### config.mk
export PLATFORM = sky130hd
export DESIGN_NAME = msg_receiver
export DESIGN_NICKNAME = d
export VERILOG_FILES = /design/src/rtl/msg_receiver.sv
export SDC_FILE = /design/constraint.sdc
export NUM_CORES = 1
export LEC_CHECK = 0
export CAP_MARGIN = 20
export CORE_AREA = 2 2 78 80
export CTS_BUF_LIST = sky130_fd_sc_hd__clkbuf_4
export DETAILED_ROUTE_END_ITERATION = 8
export DIE_AREA = 0 0 80 82
export PLACE_DENSITY_LB_ADDON = 0.08
export SYNTH_ARGS = -nofsm -noshare
export SYNTH_HDL_FRONTEND = slang
export SYNTH_SLANG_ARGS = --single-unit
### constraint.sdc
create_clock -name clk -period 4.4 [get_ports clk]
set_input_delay 1.1 -clock clk [delete_from_list [all_inputs] [get_ports clk]]
set_output_delay 1.1 -clock clk [all_outputs]
set_load 0.005 [all_outputs]
### src/rtl/msg_receiver.sv
// msg_receiver: recovers a 5-bit message from the transmitter's serial line,
// in NRZ or Manchester coding, with a one-cycle valid or frame_err strobe.
//
// state | meaning
// IDLE  | waiting for a rising edge on the synchronised line
// START | checking the start bit at mid-bit; a low sample is a glitch
// DATA  | recovering five data bits, MSB first
// STOP  | checking the stop bit at mid-bit, then strobing the result
module msg_receiver #(
  parameter int BASE_CYCLES = 16,
  parameter int CW          = $clog2(BASE_CYCLES * 128)
) (
  input  logic       clk,
  input  logic       rst,
  input  logic       init,
  input  logic       in,
  input  logic [2:0] PL,
  input  logic       Mode,
  output logic [4:0] Msg,
  output logic       valid,
  output logic       frame_err,
  output logic       busy
);

  typedef enum logic [1:0] {IDLE, START, DATA, STOP} state_t;
  state_t state, state_nx;

  logic          s_meta, s, s_d;
  logic [CW-1:0] cnt;
  logic [2:0]    pl_q;
  logic          mode_q;
  logic [2:0]    bitidx;
  logic [4:0]    sh;
  logic          h1;

  logic [CW:0]   t_full;
  logic [CW-1:0] t_last, t_half, t_qtr, t_3qtr;
  logic          at_last, at_half, at_qtr, at_3qtr;

  logic start_det, h1_en, shift_en, shift_bit, bit_dec, msg_load, err_set;

  // Bit period for the latched PL and the phase points sampled within it.
  // T is a power of two, so the low CW bits of T minus one give T-1 even at PL=7.
  always_comb begin
    t_full  = (CW+1)'(BASE_CYCLES) << pl_q;
    t_last  = t_full[CW-1:0] - CW'(1);
    t_half  = t_full[CW:1];
    t_qtr   = {1'b0, t_full[CW:2]};
    t_3qtr  = t_half + t_qtr;
    at_last = (cnt == t_last);
    at_half = (cnt == t_half);
    at_qtr  = (cnt == t_qtr);
    at_3qtr = (cnt == t_3qtr);
  end

  // Two-flop synchroniser plus one delay stage for rising-edge detection
  always_ff @(posedge clk or posedge rst) begin
    if (rst) begin
      s_meta <= 1'b0;
      s      <= 1'b0;
      s_d    <= 1'b0;
    end else if (init) begin
      s_meta <= 1'b0;
      s      <= 1'b0;
      s_d    <= 1'b0;
    end else begin
      s_meta <= in;
      s      <= s_meta;
      s_d    <= s;
    end
  end

  // State register
  always_ff @(posedge clk or posedge rst) begin
    if (rst)       state <= IDLE;
    else if (init) state <= IDLE;
    else           state <= state_nx;
  end

  // Next state and per-cycle datapath controls
  always_comb begin
    state_nx  = state;
    start_det = 1'b0;
    h1_en     = 1'b0;
    shift_en  = 1'b0;
    shift_bit = s;
    bit_dec   = 1'b0;
    msg_load  = 1'b0;
    err_set   = 1'b0;
    case (state)
      IDLE: begin
        if (s && !s_d) begin
          state_nx  = START;
          start_det = 1'b1;
        end
      end
      START: begin
        if (at_half && !s) state_nx = IDLE;
        else if (at_last)  state_nx = DATA;
      end
      DATA: begin
        if (mode_q) begin
          if (at_half) shift_en = 1'b1;
        end else begin
          if (at_qtr) h1_en = 1'b1;
          if (at_3qtr) begin
            if (h1 == s) begin
              err_set  = 1'b1;
              state_nx = IDLE;
            end else begin
              shift_en  = 1'b1;
              shift_bit = h1;
            end
          end
        end
        // A code violation on the same cycle as the wrap (T=4) wins
        if (at_last && state_nx == DATA) begin
          if (bitidx == 3'd0) state_nx = STOP;
          else                bit_dec  = 1'b1;
        end
      end
      STOP: begin
        // Leave at mid-bit so a start bit directly after the stop bit is seen
        if (at_half) begin
          state_nx = IDLE;
          if (!s) msg_load = 1'b1;
          else    err_set  = 1'b1;
        end
      end
      default: state_nx = IDLE;
    endcase
  end

  // Bit-phase counter, bit index, shift register and output strobes
  always_ff @(posedge clk or posedge rst) begin
    if (rst) begin
      cnt       <= '0;
      pl_q      <= 3'd0;
      mode_q    <= 1'b0;
      bitidx    <= 3'd0;
      sh        <= 5'd0;
      h1        <= 1'b0;
      Msg       <= 5'd0;
      valid     <= 1'b0;
      frame_err <= 1'b0;
    end else if (init) begin
      cnt       <= '0;
      pl_q      <= 3'd0;
      mode_q    <= 1'b0;
      bitidx    <= 3'd0;
      sh        <= 5'd0;
      h1        <= 1'b0;
      Msg       <= 5'd0;
      valid     <= 1'b0;
      frame_err <= 1'b0;
    end else begin
      valid     <= msg_load;
      frame_err <= err_set;
      if (msg_load) Msg <= sh;
      if (start_det) begin
        pl_q   <= PL;
        mode_q <= Mode;
        cnt    <= '0;
      end else if (state != IDLE) begin
        cnt <= at_last ? '0 : cnt + CW'(1);
      end
      if (state == START && at_last) bitidx <= 3'd4;
      else if (bit_dec)              bitidx <= bitidx - 3'd1;
      if (h1_en)    h1 <= s;
      if (shift_en) sh <= {sh[3:0], shift_bit};
    end
  end

  assign busy = (state != IDLE);

endmodule

# [After elaboration in Yosys (flattened, before gate mapping)]
# Index checks and enable logic that the tools add are counted.
[word_totals] ff_bits=36 inputBits=8 output_inout_bits=8 wordCells=106
[op_classes] addsub=4 n_eq_ne=12 n_shift=1 n_mux=60 reduce_logical=16
[op_table] cell="$mux W11" n=4
[op_table] cell="$mux W1" n=34
[op_table] cell="$eq A11 B11 Y1" n=3
[op_table] cell="$mux W2" n=11
[op_table] cell="$mux W5" n=4
[op_table] cell="$mux W3" n=5
[op_table] cell="$shl A5 B3 Y12 const A" n=1
[op_table] cell="$add A11 B1 Y11 const B" n=1
[op_table] cell="$add A11 B10 Y11" n=1
[op_table] cell="$eq A11 B10 Y1" n=1
[op_table] cell="$sub A11 B1 Y11 const B" n=1
[op_table] cell="$reduce_bool A2 Y1" n=5
[op_table] cell="$pmux W2 S4" n=1
[op_table] cell="$eq A2 B2 Y1 const B" n=3
[op_table] cell="$ne A3 B3 Y1 const B" n=2
[op_table] cell="$reduce_bool A3 Y1" n=2
[op_table] cell="$logic_and A1 B1 Y1" n=4
[op_table] cell="$ne A4 B4 Y1 const B" n=1
[op_table] cell="$logic_not A3 Y1" n=1
[op_table] cell="$reduce_and A3 Y1" n=1
[op_table] cell="$sub A3 B1 Y3 const B" n=1
[op_table] cell="$eq A2 B1 Y1 const B" n=1
[op_table] cell="$logic_not A1 Y1" n=2
[op_table] cell="$logic_not A2 Y1" n=1
[op_table] cell="other kinds (2)" n=2

# [Depth between registers and ports, before layout]
[depth] word_depth=13 depth_mapped=14 depth_no_buf=12

# [Worst setup path before layout]
# No wires, ideal clock.
[synth_timing] kind="register to register" from="reg pl_q[1]" to="reg sh[1]" setup_time_ns=0.132 arrival_time_ns=3.057 required_ns=4.268 setup_slack_ns=1.211 path_stages_with_launch=11 n_path_buf=2 synth_period_minus_slack_ns=3.189 path_cell_list="dfrtp_1 buf_2 clkbuf_1 or3b_2 ha_1 a31oi_1 xnor2_1 or4_4 o32ai_4 mux2i_1 nor2_1"
[synth_between] elab_chain_len=7 elab_cells_between_ends=9 classes_between="1 x add/sub; 2 x eq/ne; 1 x shift; 4 x mux; 1 x reduce/logical"
[synth_lines] item="start, declared" line_no="30" text="logic [2:0] pl_q;"
[synth_lines] item="start signal, assigned" line_no="138" text="pl_q <= 3'd0;"
[synth_lines] item="start signal, assigned" line_no="148" text="pl_q <= 3'd0;"
[synth_lines] item="start signal, assigned" line_no="161" text="pl_q <= PL;"
[synth_lines] item="$shl A5 B3 Y12 *" line_no="45" text="t_full = (CW+1)'(BASE_CYCLES) << pl_q;"
[synth_lines] item="$add A11 B10 Y11" line_no="49" text="t_3qtr = t_half + t_qtr;"
[synth_lines] item="$eq A11 B11 Y1" line_no="53" text="at_3qtr = (cnt == t_3qtr);"
[synth_lines] item="$mux W1" line_no="106" text="if (at_3qtr) begin"
[synth_lines] item="$mux W1 *" line_no="102" text="if (mode_q) begin"
[synth_lines] item="$mux W1 *" line_no="90" text="case (state)"
[synth_lines] item="$reduce_bool A2 Y1 (no source line) *"
[synth_lines] item="end signal, assigned" line_no="170" text="if (shift_en) sh <= {sh[3:0], shift_bit};"
[synth_lines] item="end, declared" line_no="33" text="logic [4:0] sh;"
# Mark *: on every way between the ends. The rest lies on a longest branch, timed or not.
# A chain may end at the register's enable or synchronous reset.

# [Worst setup path after layout]
[layout_timing] from="reg pl_q[1]" to="reg bitidx[1]"
[layout_between] elab_chain_len=11 elab_cells_between_ends=16 classes_between="2 x add/sub; 3 x eq/ne; 1 x shift; 7 x mux; 3 x reduce/logical"
[layout_lines] item="$shl A5 B3 Y12 *" line_no="45"
[layout_lines] item="$add A11 B10 Y11" line_no="49"
[layout_lines] item="$eq A11 B11 Y1" line_no="53"
[layout_lines] item="$mux W2" line_no="106"
[layout_lines] item="$mux W2" line_no="102"
[layout_lines] item="$mux W2" line_no="90"
[layout_lines] item="$eq A2 B2 Y1" line_no="117" text="if (at_last && state_nx == DATA) begin"
[layout_lines] item="$logic_and A1 B1 Y1" line_no="117"
[layout_lines] item="$mux W1" line_no="117"
[layout_lines] item="$mux W1" line_no="90"
[layout_lines] item="$reduce_bool A3 Y1 (no source line)"
[layout_lines] item="end signal, assigned" line_no="168" text="else if (bit_dec) bitidx <= bitidx - 3'd1;"
[layout_lines] item="end, declared" line_no="32" text="logic [2:0] bitidx;"
# Mark *: on every way between the ends. The rest lies on a longest branch, timed or not. The select of a mux whose other input is x is not followed.

==> results.md <==
* Largest net degree at the start of global routing at 29
* Drt drc at 0
* Avg Synthesized Cell Area at 8.800 um2
* Via count of the first global-routing pass at 2211
* Final HPWL from detailed placement at 4.686 mm
* Crit Path Class: register to register
* GR Overflow Total at 0
* Largest cells by area after synthesis: dfrtp_1 (31%), xnor2_1 (6.4%), nor2_1 (6.1%)
* Top-area cell type share of the netlist area at 31.21%
* Period utilization at 83.20%
* R2R Setup Slk at 740 ps
* Ant diodes at 0
* Avg WL per Cell at 15.49 um
* Detail Route Antenna Nets at 0
* Core area at 5746 um2
* Bufs on Longest Clock Path at 2
* FFs w/ async S/R, synth at 100.0%
* Hold depth at 1
* Final max-slew violation count at 0
* Clock slew at reported path FFs at 120 ps
* Layout cell share with drive strength beyond 1 at 7.831%
* Final net count at 352
* 1st-pass router iterations at 4
* CP Launch Type: register
* Post-CTS Resized at 0
* Status: finished, final reports clean
* Total number of vias at 2276
* CP Buf/Inv Count at 0
* Worst Setup End Kind: register
* WL final at 6.306 mm
* Die H at 82 um
* Top FF cell, synth: dfrtp_1
* Setup Viol. Count Final at 0
* Total CTS buffers at 5
* Setup tns final at 0 ps
* EDFF count, synth at 0
* Die W at 80 um
* Crit Path Max Fanout at 24
* Critical path cell sequence: or3b_1 -> ha_1 -> nand3b_1 -> o31ai_1 -> xnor2_2 -> nor2_1 -> a2111oi_4 -> mux2i_1 -> and3_1
* Power consumption at 0.6274 mW
* Synth unique cells at 58
* H-tree Lvls at 2
* Yosys warns at 0
* Synth Cell Area at 2887 um2
* Register bit total from synthesis at 36
* Antenna violations before repair at 0
* Clock insertion delay at the later pin of the skew report at 340 ps
* Area delta synth->final at 7.542%
* Minimum clock period at 3661 ps
* IO Port Bufs at 15
* Slowest stage delay, CP at 850 ps
* Measured slew at the worst slew-check pin at 763.4 ps
* RSZ-0062 raised after global routing: no
* Seq/Total Area, Yosys at 31.21%
* Critical path depth at 9
* Setup Skew at 4.464 ps
* CP Data Required Time at 4680 ps
* Root buffer cell: clkbuf_4
* Initial drt markers at 178
* Setup Fix Bufs, Post-CTS at 0
* FMAX at 273.2 MHz
* # rows at 28
* Lkg Pwr at 1.300 nW
* CTS sink count at 36
* Placed cell area at 3049 um2
* Worst hold margin at 479.0 ps
* Slew Limit Headroom at 49.11%
* Hold WC Path Type: register to register
* CTS Hold Bufs at 0
* CP Data Arrival Time at 3940 ps
* CP top delay family: simple AND/OR/NAND/NOR gates
* PwrDens at 202.1 nW/um2
* Starting Density at 50.24%
* Max-cap violations at 0
* CTS tree: built
* Vias per Instance at 5.592
* Design area at 3104 um2
* Global Route Usage Sum at 21.06%
* Peak supply drop at 0.0001499 V
* Synthesized net count at 349
* Final worst slack at 739.2 ps
* I/O pin total at 16
* Post-synth top area cell: dfrtp_1
* Pre-CTS WS at 745.0 ps
* Global-route wire length before repair at 10.78 mm
* Final hold violations at 0
* Worst path slowest cell: dfrtp_1
* Mapped Cells at 328
* Final Wtd Congestion at 0.8551
* Die ar. at 6560 um2
* Worst r2r path cells at 9
[where the power goes]
part,internal (mW),total [mW],switching (mW)
Combinational,0.0441,0.104,0.0596
Sequential,0.334,0.344,0.00998
Clock,0.0617,0.179,0.118
Total,0.440,0.627,0.187
[stage by stage]
step,cells,utilization (%)
4_1_cts,407,54.03
2_1_floorplan,328,-
6_report,407,54.03
3_3_place_gp,399,53.07
3_5_place_dp,399,53.07
5_1_grt,407,54.03
[cells in the final DEF, fill, tap and decap left out, drive strengths merged, types with 2 or more instances in the layout]
cell type	Yosys	layout
and2	2	2
o211ai	2	2
or3b	2	2
xor2	12	12
a22o	3	3
buf	13	4
nor3	6	6
o21ai	6	6
dfrtp	36	36
and3	4	4
nor3b	4	4
nor2b	9	9
clkdlybuf4s50	0	15
a211o	3	3
ha	13	13
o31a	3	3
nor4b	2	2
inv	17	18
nor2	47	47
nand3	9	9
a31oi	2	2
nand4	9	9
nand2	24	24
a2111oi	4	4
nor4	6	6
xnor2	22	22
or4	2	2
a211oi	3	3
clkbuf	10	5
nand2b	8	8
nand3b	4	4
mux2i	17	17
clkinv	0	2
nor4bb	2	2
a21oi	6	6
a21o	2	2
o31ai	3	3
[layer usage]
layer,track usage [%],share of wire (%)
met1,29.58,50
met3,4.396,3.8
met4,6.102,1.5
met5,0,0
met2,32.75,45
[cell type report]
type	instances	area, um2
inverters	17	63.81
well taps	75	93.84
fillers	560	2641
flip-flops and latches	36	900.9
clock buffers	5	37.54
clock inverters	3	17.52
repair buffers	19	180.2
multi-input cells	252	1810
[Yosys cell counts (5+ instances only)]
cell type   n
nor2b_1     9
dfrtp_1    36
mux2i_1    17
o21ai_0     6
nand2b_1    8
xor2_1     12
ha_1       13
nand3_1     9
nor2_1     47
nor3_1      5
inv_1      17
a21oi_1     6
nand2_1    24
clkbuf_1    9
nand4_1     8
buf_2       7
xnor2_1    21
[cells by family after synthesis]
kind of cell / count (synthesis) / synth area share, %
mux: 18 / 6.285
simple gates: 141 / 26.48
buf+inv: 40 / 6.068
xor+xnor: 34 / 10.58
compound gates: 46 / 13.74
fa+ha+maj: 13 / 5.635
flops: 36 / 31.21
[path summary, 6_finish.rpt]
check	startpoint	endpoint
hold reg to reg	s_meta$_DFF_PP0_	s$_DFF_PP0_
min in group asynchronous	rst	cnt[2]$_DFFE_PP0P_
setup reg to reg	pl_q[1]$_DFFE_PP0P_	bitidx[1]$_DFFE_PP0P_
max in group asynchronous	rst	frame_err$_DFF_PP0_
hold / removal	s_meta$_DFF_PP0_	s$_DFF_PP0_
setup / recovery	pl_q[1]$_DFFE_PP0P_	bitidx[1]$_DFFE_PP0P_
[flip-flops by register name (all words and copies together) (netlist names)]
register and count:
mode_q 1, state 2, valid 1, sh 5, bitidx 3, h1 1
frame_err 1, Msg 5, s 1, s_d 1, s_meta 1, pl_q 3
cnt 11
Note: power is estimated with default switching activity, not from simulation.
